$ cat src/rtl/traffic_phase_sequencer.sv
// Traffic-light phase sequencer: GREEN -> YELLOW -> RED cycle with a sticky
// pedestrian request that lengthens the next RED, plus a fault override.
module traffic_phase_sequencer #(
    parameter int unsigned T_GREEN   = 10,
    parameter int unsigned T_YELLOW  = 2,
    parameter int unsigned T_RED     = 8,
    parameter int unsigned T_PED_EXT = 4,
    parameter int unsigned CNT_W     = 5
) (
    input  logic             clk,
    input  logic             res_n,
    input  logic             run,
    input  logic             ped_req,
    input  logic             fault,
    output logic [1:0]       cur_state,
    output logic             en,
    output logic             ped_ack,
    output logic [CNT_W-1:0] remaining
);

    typedef enum logic [1:0] {
        ST_GREEN  = 2'b00,
        ST_YELLOW = 2'b01,
        ST_RED    = 2'b10,
        ST_FAULT  = 2'b11
    } state_e;

    localparam logic [CNT_W-1:0] LD_GREEN   = CNT_W'(T_GREEN - 1);
    localparam logic [CNT_W-1:0] LD_YELLOW  = CNT_W'(T_YELLOW - 1);
    localparam logic [CNT_W-1:0] LD_RED     = CNT_W'(T_RED - 1);
    localparam logic [CNT_W-1:0] LD_RED_EXT = CNT_W'(T_RED + T_PED_EXT - 1);
    localparam logic [CNT_W-1:0] CNT_ONE    = CNT_W'(1);
    localparam logic [CNT_W-1:0] CNT_ZERO   = CNT_W'(0);

    state_e           state_q, state_d;
    logic [CNT_W-1:0] timer_q, timer_d;
    logic             ped_pend_q, ped_pend_d;
    logic             en_q, en_d;
    logic             ack_q, ack_d;
    logic             pend_set_s;

    // State, timer and output registers
    always_ff @(posedge clk or negedge res_n) begin
        if (!res_n) begin
            state_q    <= ST_GREEN;
            timer_q    <= LD_GREEN;
            ped_pend_q <= 1'b0;
            en_q       <= 1'b0;
            ack_q      <= 1'b0;
        end else begin
            state_q    <= state_d;
            timer_q    <= timer_d;
            ped_pend_q <= ped_pend_d;
            en_q       <= en_d;
            ack_q      <= ack_d;
        end
    end

    // Next-state, timer reload and pedestrian bookkeeping
    always_comb begin
        state_d    = state_q;
        timer_d    = timer_q;
        ped_pend_d = ped_pend_q;
        ack_d      = 1'b0;
        en_d       = run | fault;
        // A request arriving on the YELLOW->RED edge still counts for that RED.
        pend_set_s = ped_pend_q | ped_req;

        if (fault) begin
            state_d    = ST_FAULT;
            timer_d    = CNT_ZERO;
            ped_pend_d = 1'b0;
        end else if (state_q == ST_FAULT) begin
            state_d    = ST_RED;
            timer_d    = LD_RED;
            ped_pend_d = 1'b0;
        end else begin
            ped_pend_d = pend_set_s;
            if (run) begin
                if (timer_q != CNT_ZERO) begin
                    timer_d = timer_q - CNT_ONE;
                end else begin
                    case (state_q)
                        ST_GREEN: begin
                            state_d = ST_YELLOW;
                            timer_d = LD_YELLOW;
                        end
                        ST_YELLOW: begin
                            state_d = ST_RED;
                            if (pend_set_s) begin
                                timer_d    = LD_RED_EXT;
                                ack_d      = 1'b1;
                                ped_pend_d = 1'b0;
                            end else begin
                                timer_d = LD_RED;
                            end
                        end
                        ST_RED: begin
                            state_d = ST_GREEN;
                            timer_d = LD_GREEN;
                        end
                        default: begin
                            state_d = ST_FAULT;
                            timer_d = CNT_ZERO;
                        end
                    endcase
                end
            end else begin
                timer_d = timer_q;
            end
        end
    end

    assign cur_state = state_q;
    assign remaining = timer_q;
    assign en        = en_q;
    assign ped_ack   = ack_q;

endmodule

$ cat config.mk
export PLATFORM = sky130hd
export DESIGN_NAME = traffic_phase_sequencer
export DESIGN_NICKNAME = d
export VERILOG_FILES = /design/src/rtl/traffic_phase_sequencer.sv
export SDC_FILE = /design/constraint.sdc
export NUM_CORES = 1
export LEC_CHECK = 0
export CAP_MARGIN = 20
export CORE_AREA = 2 2 39 41
export DETAILED_ROUTE_END_ITERATION = 8
export DIE_AREA = 0 0 41 43
export PLACE_DENSITY = 0.72
export SLEW_MARGIN = 20
export SYNTH_ARGS = -nofsm -noshare
export SYNTH_HDL_FRONTEND = slang
export SYNTH_SLANG_ARGS = --single-unit
$ cat constraint.sdc
create_clock -name clk -period 3.7 [get_ports clk]
set_clock_uncertainty 0.1 [all_clocks]
set_input_delay 0.74 -clock clk [delete_from_list [all_inputs] [get_ports clk]]
set_output_delay 0.74 -clock clk [all_outputs]
set_load 0.005 [all_outputs]
# ---- Word level (Yosys, flattened, before mapping)
# Index checks and enable logic that the tools add are counted.
dict set report word_totals {
  word_cells 38
  input_bits 5
  out_inout_bits 9
  reg_bits 10
}
dict set report op_classes {
  muxes 22
  bitwise_logic 2
  add_sub_neg 1
  eq_ne 4
  n_reduce_logical 4
}
# op count
set ops {}
lappend ops {{5-bit two-way mux} 4}
lappend ops {{4-bit case mux with 3 select lines} 1}
lappend ops {{1-bit two-way mux} 11}
lappend ops {{2-bit two-way mux} 4}
lappend ops {{2-bit case mux with 3 select lines} 1}
lappend ops {{5-bit nonzero test} 1}
lappend ops {{5-bit by 1-bit subtractor with 5-bit output, second input constant} 1}
lappend ops {{2-bit == test, second input constant} 2}
lappend ops {{4-bit two-way mux} 1}
lappend ops {{3-bit inequality test, second input constant} 1}
lappend ops {{3-bit nonzero test} 1}
lappend ops {{2-bit by 1-bit == test with 1-bit output, second input constant} 1}
lappend ops {{2-bit logical NOT} 1}
lappend ops {{1-bit bitwise OR} 2}
lappend ops {{2-bit AND reduction} 1}

# ---- Depth between registers and ports, before layout
dict set report depth {
  depth_word 7
  depth_mapped 5
  ltp_nobuf 5
}

# ---- Worst setup path before layout
# OpenSTA, ideal clock, no wires.
dict set report synth_path {
  path_type {input to register}
  start {input port ped_req}
  end {register timer_q[2], in the netlist remaining[2]}
  stages 3
  arrival_ps 1656
  t_required_ps 3518
  slack_ps 1862
  path_buffers 0
  setup_ps 82
  path_cell_list {or4b_1 -> a211o_1 -> a31oi_1}
}
dict set report synth_via {
  elab_chain_len 7
}
# item line
set synth_rtl {}
lappend synth_rtl {{start, declared} 13} ;# input logic ped_req,
lappend synth_rtl {{1-bit bitwise OR} 67} ;# pend_set_s = ped_pend_q | ped_req;
lappend synth_rtl {{4-bit two-way mux} 90} ;# if (pend_set_s) begin
lappend synth_rtl {{4-bit case mux with 3 select lines} 83} ;# case (state_q)
lappend synth_rtl {{5-bit two-way mux} 80} ;# if (timer_q != CNT_ZERO) begin
lappend synth_rtl {{5-bit two-way mux} 79} ;# if (run) begin
lappend synth_rtl {{5-bit two-way mux} 73} ;# end else if (state_q == ST_FAULT) begin
lappend synth_rtl {{5-bit two-way mux} 69} ;# if (fault) begin
lappend synth_rtl {{end signal, assigned} 52} ;# timer_q <= timer_d;
lappend synth_rtl {{end, declared} 36} ;# logic [CNT_W-1:0] timer_q, timer_d;
# Every way passes these cells. The select of a mux whose other input is x is not followed.
# A chain may end at the register's enable or synchronous reset.

# ---- Worst setup path in the final report
dict set report layout_path {
  start {register timer_q[3], in the netlist remaining[3]}
  end {output port remaining[3]}
}
# item line
set layout_lines {}
lappend layout_lines {{end, declared} 18} ;# output logic [CNT_W-1:0] remaining
# No word-level cell between the ends.

==> impl_metrics.prom <==
# TYPE chip_impl_metric gauge
chip_impl_metric{name="count_of_fill_cells_added_during_filler_insertion",unit=""} 137
chip_impl_metric{name="post-route-period-util",unit="%"} 60.2
chip_impl_info{name="worstPathCellList",value="clkdlybuf4s50_1"} 1
chip_impl_metric{name="share_of_synthesized_registers_carrying_an_async_set_or_reset",unit="%"} 100
chip_impl_metric{name="drv_slew",unit=""} 0
chip_impl_metric{name="setup_violations",unit=""} 0
chip_impl_info{name="crit_path_top_delay_cell",value="sky130_fd_sc_hd__dfstp_2"} 1
chip_impl_metric{name="cts-root-to-sink-buffers",unit=""} 2
chip_impl_metric{name="postLayoutSetupSlackWorst",unit="ps"} 1470
chip_impl_metric{name="drt_first_pass_iters",unit=""} 4
chip_impl_metric{name="max_freq",unit="MHz"} 449
chip_impl_metric{name="grt_pass1_wl",unit="mm"} 1.72
chip_impl_metric{name="drive_above_1_share",unit="%"} 11.4
chip_impl_metric{name="syn_area",unit="µm²"} 556
chip_impl_metric{name="slew_headroom",unit="%"} 69.9
chip_impl_metric{name="cts_setup_buffers",unit=""} 0
chip_impl_metric{name="cp_slowest_stage_delay",unit="ps"} 600
chip_impl_metric{name="die_area",unit="mm²"} 0.00176
chip_impl_metric{name="start_util",unit="%"} 40.1
chip_impl_metric{name="clock_sinks",unit=""} 10
chip_impl_metric{name="post_cts_resized",unit=""} 0
chip_impl_metric{name="worstPathArrival",unit="ps"} 1390
chip_impl_metric{name="detailedPlace.worstSlack",unit="ps"} 1390
chip_impl_metric{name="static-leakage-power",unit="nW"} 0.305
chip_impl_metric{name="top_cell_type_s_share_of_synthesized_area",unit="%"} 36.0
chip_impl_metric{name="grt_start_max_net_pins",unit=""} 11
chip_impl_metric{name="synth-edff-count",unit=""} 0
chip_impl_info{name="result_of_the_run",value="completed"} 1
chip_impl_info{name="netlist_top_cells_area",value="sky130_fd_sc_hd__dfrtp_1, sky130_fd_sc_hd__dfstp_2, sky130_fd_sc_hd__a211o_1, sky130_fd_sc_hd__nor4b_4, sky130_fd_sc_hd__nand2_1"} 1
chip_impl_metric{name="synth-seq-area-share",unit="%"} 45.5
chip_impl_info{name="clock-root-buffer",value="sky130_fd_sc_hd__clkbuf_4"} 1
chip_impl_metric{name="final_hold_viol_count",unit=""} 0
chip_impl_info{name="crit_family",value="flip-flops"} 1
chip_impl_metric{name="drc",unit=""} 0
chip_impl_metric{name="wl_per_cell",unit="µm"} 12.3
chip_impl_metric{name="tightest_slew",unit="ps"} 450
chip_impl_info{name="worst-setup-path-type",value="reg -> out"} 1
chip_impl_metric{name="die_h",unit="µm"} 43
chip_impl_metric{name="power_per_cell_area",unit="mW/mm²"} 424
chip_impl_metric{name="vias_per_cell",unit=""} 5.52
chip_impl_metric{name="syn_nets",unit=""} 62
chip_impl_metric{name="cell_count_after_placement",unit=""} 82
chip_impl_metric{name="placement.io_buffers",unit=""} 13
chip_impl_metric{name="post_synth_num_cell_types",unit=""} 31
chip_impl_metric{name="num_rows",unit=""} 14
chip_impl_info{name="mostFrequentLayoutCell",value="sky130_fd_sc_hd__clkdlybuf4s50_1"} 1
chip_impl_metric{name="worst_ir_drop_vdd",unit="mV"} 0.195
chip_impl_metric{name="ant_nets",unit=""} 0
chip_impl_metric{name="ys_ff_latch",unit=""} 10
chip_impl_metric{name="globalRouteTotalUtil",unit="%"} 14.8
chip_impl_metric{name="fin_nets",unit=""} 77
chip_impl_metric{name="yosysWarningCount",unit=""} 0
chip_impl_info{name="layout.cells.most_common_list",value="sky130_fd_sc_hd__clkdlybuf4s50_1, sky130_fd_sc_hd__dfrtp_1, sky130_fd_sc_hd__nand2_1, sky130_fd_sc_hd__inv_1"} 1
chip_impl_metric{name="drt-initial-drc-count",unit=""} 4
chip_impl_metric{name="fp.coreArea",unit="mm²"} 0.00138
chip_impl_metric{name="timing.critical_path.fanout_max",unit=""} 6
chip_impl_metric{name="syn_avg_cell_area",unit="µm²"} 9.92
chip_impl_metric{name="grt_remaining_overflow",unit=""} 0
chip_impl_metric{name="synthToLayoutAreaGrowth",unit="%"} 30.0
chip_impl_metric{name="detailed_place_hpwl",unit="µm"} 797
chip_impl_metric{name="clkSlewWorstSetupHoldPaths",unit="ps"} 70
chip_impl_metric{name="cts-buffers-inserted",unit=""} 3
chip_impl_metric{name="initial_antenna_violation_count",unit=""} 0
chip_impl_info{name="ys.flop_type",value="sky130_fd_sc_hd__dfrtp_1"} 1
chip_impl_metric{name="finalPower",unit="W"} 0.000306
chip_impl_metric{name="detailroute.via_count",unit=""} 475
chip_impl_metric{name="dieWidth",unit="µm"} 41
chip_impl_metric{name="maxCapViolCount",unit=""} 0
chip_impl_info{name="start_kind",value="flop"} 1
chip_impl_info{name="unrepaired_setup_endpoints_after_global_routing",value="no"} 1
chip_impl_info{name="tritoncts",value="yes"} 1
chip_impl_info{name="synth_top_area_cell",value="sky130_fd_sc_hd__dfrtp_1"} 1
chip_impl_metric{name="cp.buffers_inverters",unit=""} 1
chip_impl_metric{name="post-route-util",unit="%"} 52.2
chip_impl_metric{name="syn_inst",unit=""} 56
chip_impl_metric{name="final_period_minus_worst_setup_slack",unit="ps"} 2230
chip_impl_metric{name="floorplan.io_pins",unit=""} 14
chip_impl_metric{name="antenna_cells_inserted",unit=""} 0
chip_impl_metric{name="cts_h_tree_depth",unit=""} 1
chip_impl_metric{name="cts.hold.buffers_added",unit=""} 0
chip_impl_metric{name="via_count_of_the_first_global_routing_pass",unit=""} 402
chip_impl_metric{name="finalNonFillerCells",unit=""} 86
chip_impl_info{name="worstSetupEndpointType",value="primary output"} 1
chip_impl_metric{name="worstSkewPairLatency",unit="ps"} 260
chip_impl_metric{name="finalWeightedCongestion",unit=""} 0.734
chip_impl_metric{name="setup_tns",unit="ps"} 0
chip_impl_metric{name="finalWirelength",unit="mm"} 1.05
chip_impl_info{name="hold_path_class",value="reg -> reg"} 1
chip_impl_metric{name="required",unit="ps"} 2860
==> through the flow <==
step / hold slack [ps] / instance area [µm²]
after floorplan: 344 / 556
after global placement: 437 / 686
after detailed placement: 437 / 686
after CTS: 449 / 722
after global routing: 505 / 722
final: 452 / 722
==> flip-flops by register name, indices dropped and copies added, names as in the netlist <==
signal / cells
remaining: 5
ped_ack: 1
ped_pend_q: 1
cur_state: 2
en: 1
==> final timing paths <==
check / endpoint / start / cells after the start / slack, ps
worst max-delay path: remaining[3] / remaining[3] / 1 / 1470
worst min-delay path: remaining[3] / remaining[3] / 2 / 450
worst max register to register: remaining[1] / remaining[0] / 5 / 1980
worst min register to register: remaining[3] / remaining[3] / 2 / 450
max in group asynchronous: remaining[0] / res_n / 1 / 2470
min in group asynchronous: cur_state[0] / res_n / 1 / 690
==> cells in the mapped netlist (2+ instances only) <==
library cell,count
sky130_fd_sc_hd__nand3_1,3
sky130_fd_sc_hd__a21oi_1,2
sky130_fd_sc_hd__or4b_1,2
sky130_fd_sc_hd__dfstp_2,2
sky130_fd_sc_hd__nor2_1,2
sky130_fd_sc_hd__inv_1,5
sky130_fd_sc_hd__nand2_1,6
sky130_fd_sc_hd__dfrtp_1,8
sky130_fd_sc_hd__a211o_1,3
sky130_fd_sc_hd__a31oi_1,2
==> worst register-to-register path: stages (launching register included) <==
cell and delay (ps):
sky130_fd_sc_hd__dfstp_2 570, sky130_fd_sc_hd__inv_1 50, sky130_fd_sc_hd__ha_1 220, sky130_fd_sc_hd__nor4b_4 160
sky130_fd_sc_hd__or4b_1 470, sky130_fd_sc_hd__nand3_1 90
==> cell families after synthesis <==
| group | Yosys count | share of synthesized area [%] |
|---|---|---|
| adders and majority gates | 1 | 2.25 |
| AOI/OAI and AO/OA | 15 | 19.6 |
| and+or+nand+nor | 22 | 25.7 |
| buffers and inverters | 8 | 6.98 |
| DFF | 10 | 45.5 |
==> cell type report <==
type / count / area (µm²) / area share, %
well taps: 16 / 20.0 / 2.77
inverters: 5 / 18.8 / 2.60
multi-input cells: 38 / 264 / 36.6
clock buffers: 4 / 36.3 / 5.03
repair buffers: 13 / 130 / 18.0
flip-flops and latches: 10 / 253 / 35.0
==> report_power, final <==
| group | leakage [nW] | switching (W) | internal, W |
|---|---|---|---|
| Combinational | 0.165 | 0.0000312 | 0.0000415 |
| Clock | 0.0210 | 0.0000366 | 0.0000597 |
| Sequential | 0.118 | 0.0000162 | 0.000121 |
| Total | 0.305 | 0.0000839 | 0.000222 |
==> layer usage <==
metal / up-vias / GRT usage [%] / wire (µm)
met3: 4 / 3.14 / 43
li1: 234 / - / -
met5: - / 0 / 0
met4: 0 / 12.0 / 29
met2: 10 / 21.3 / 521
met1: 227 / 18.0 / 459
(Power assumes the default switching activity.)
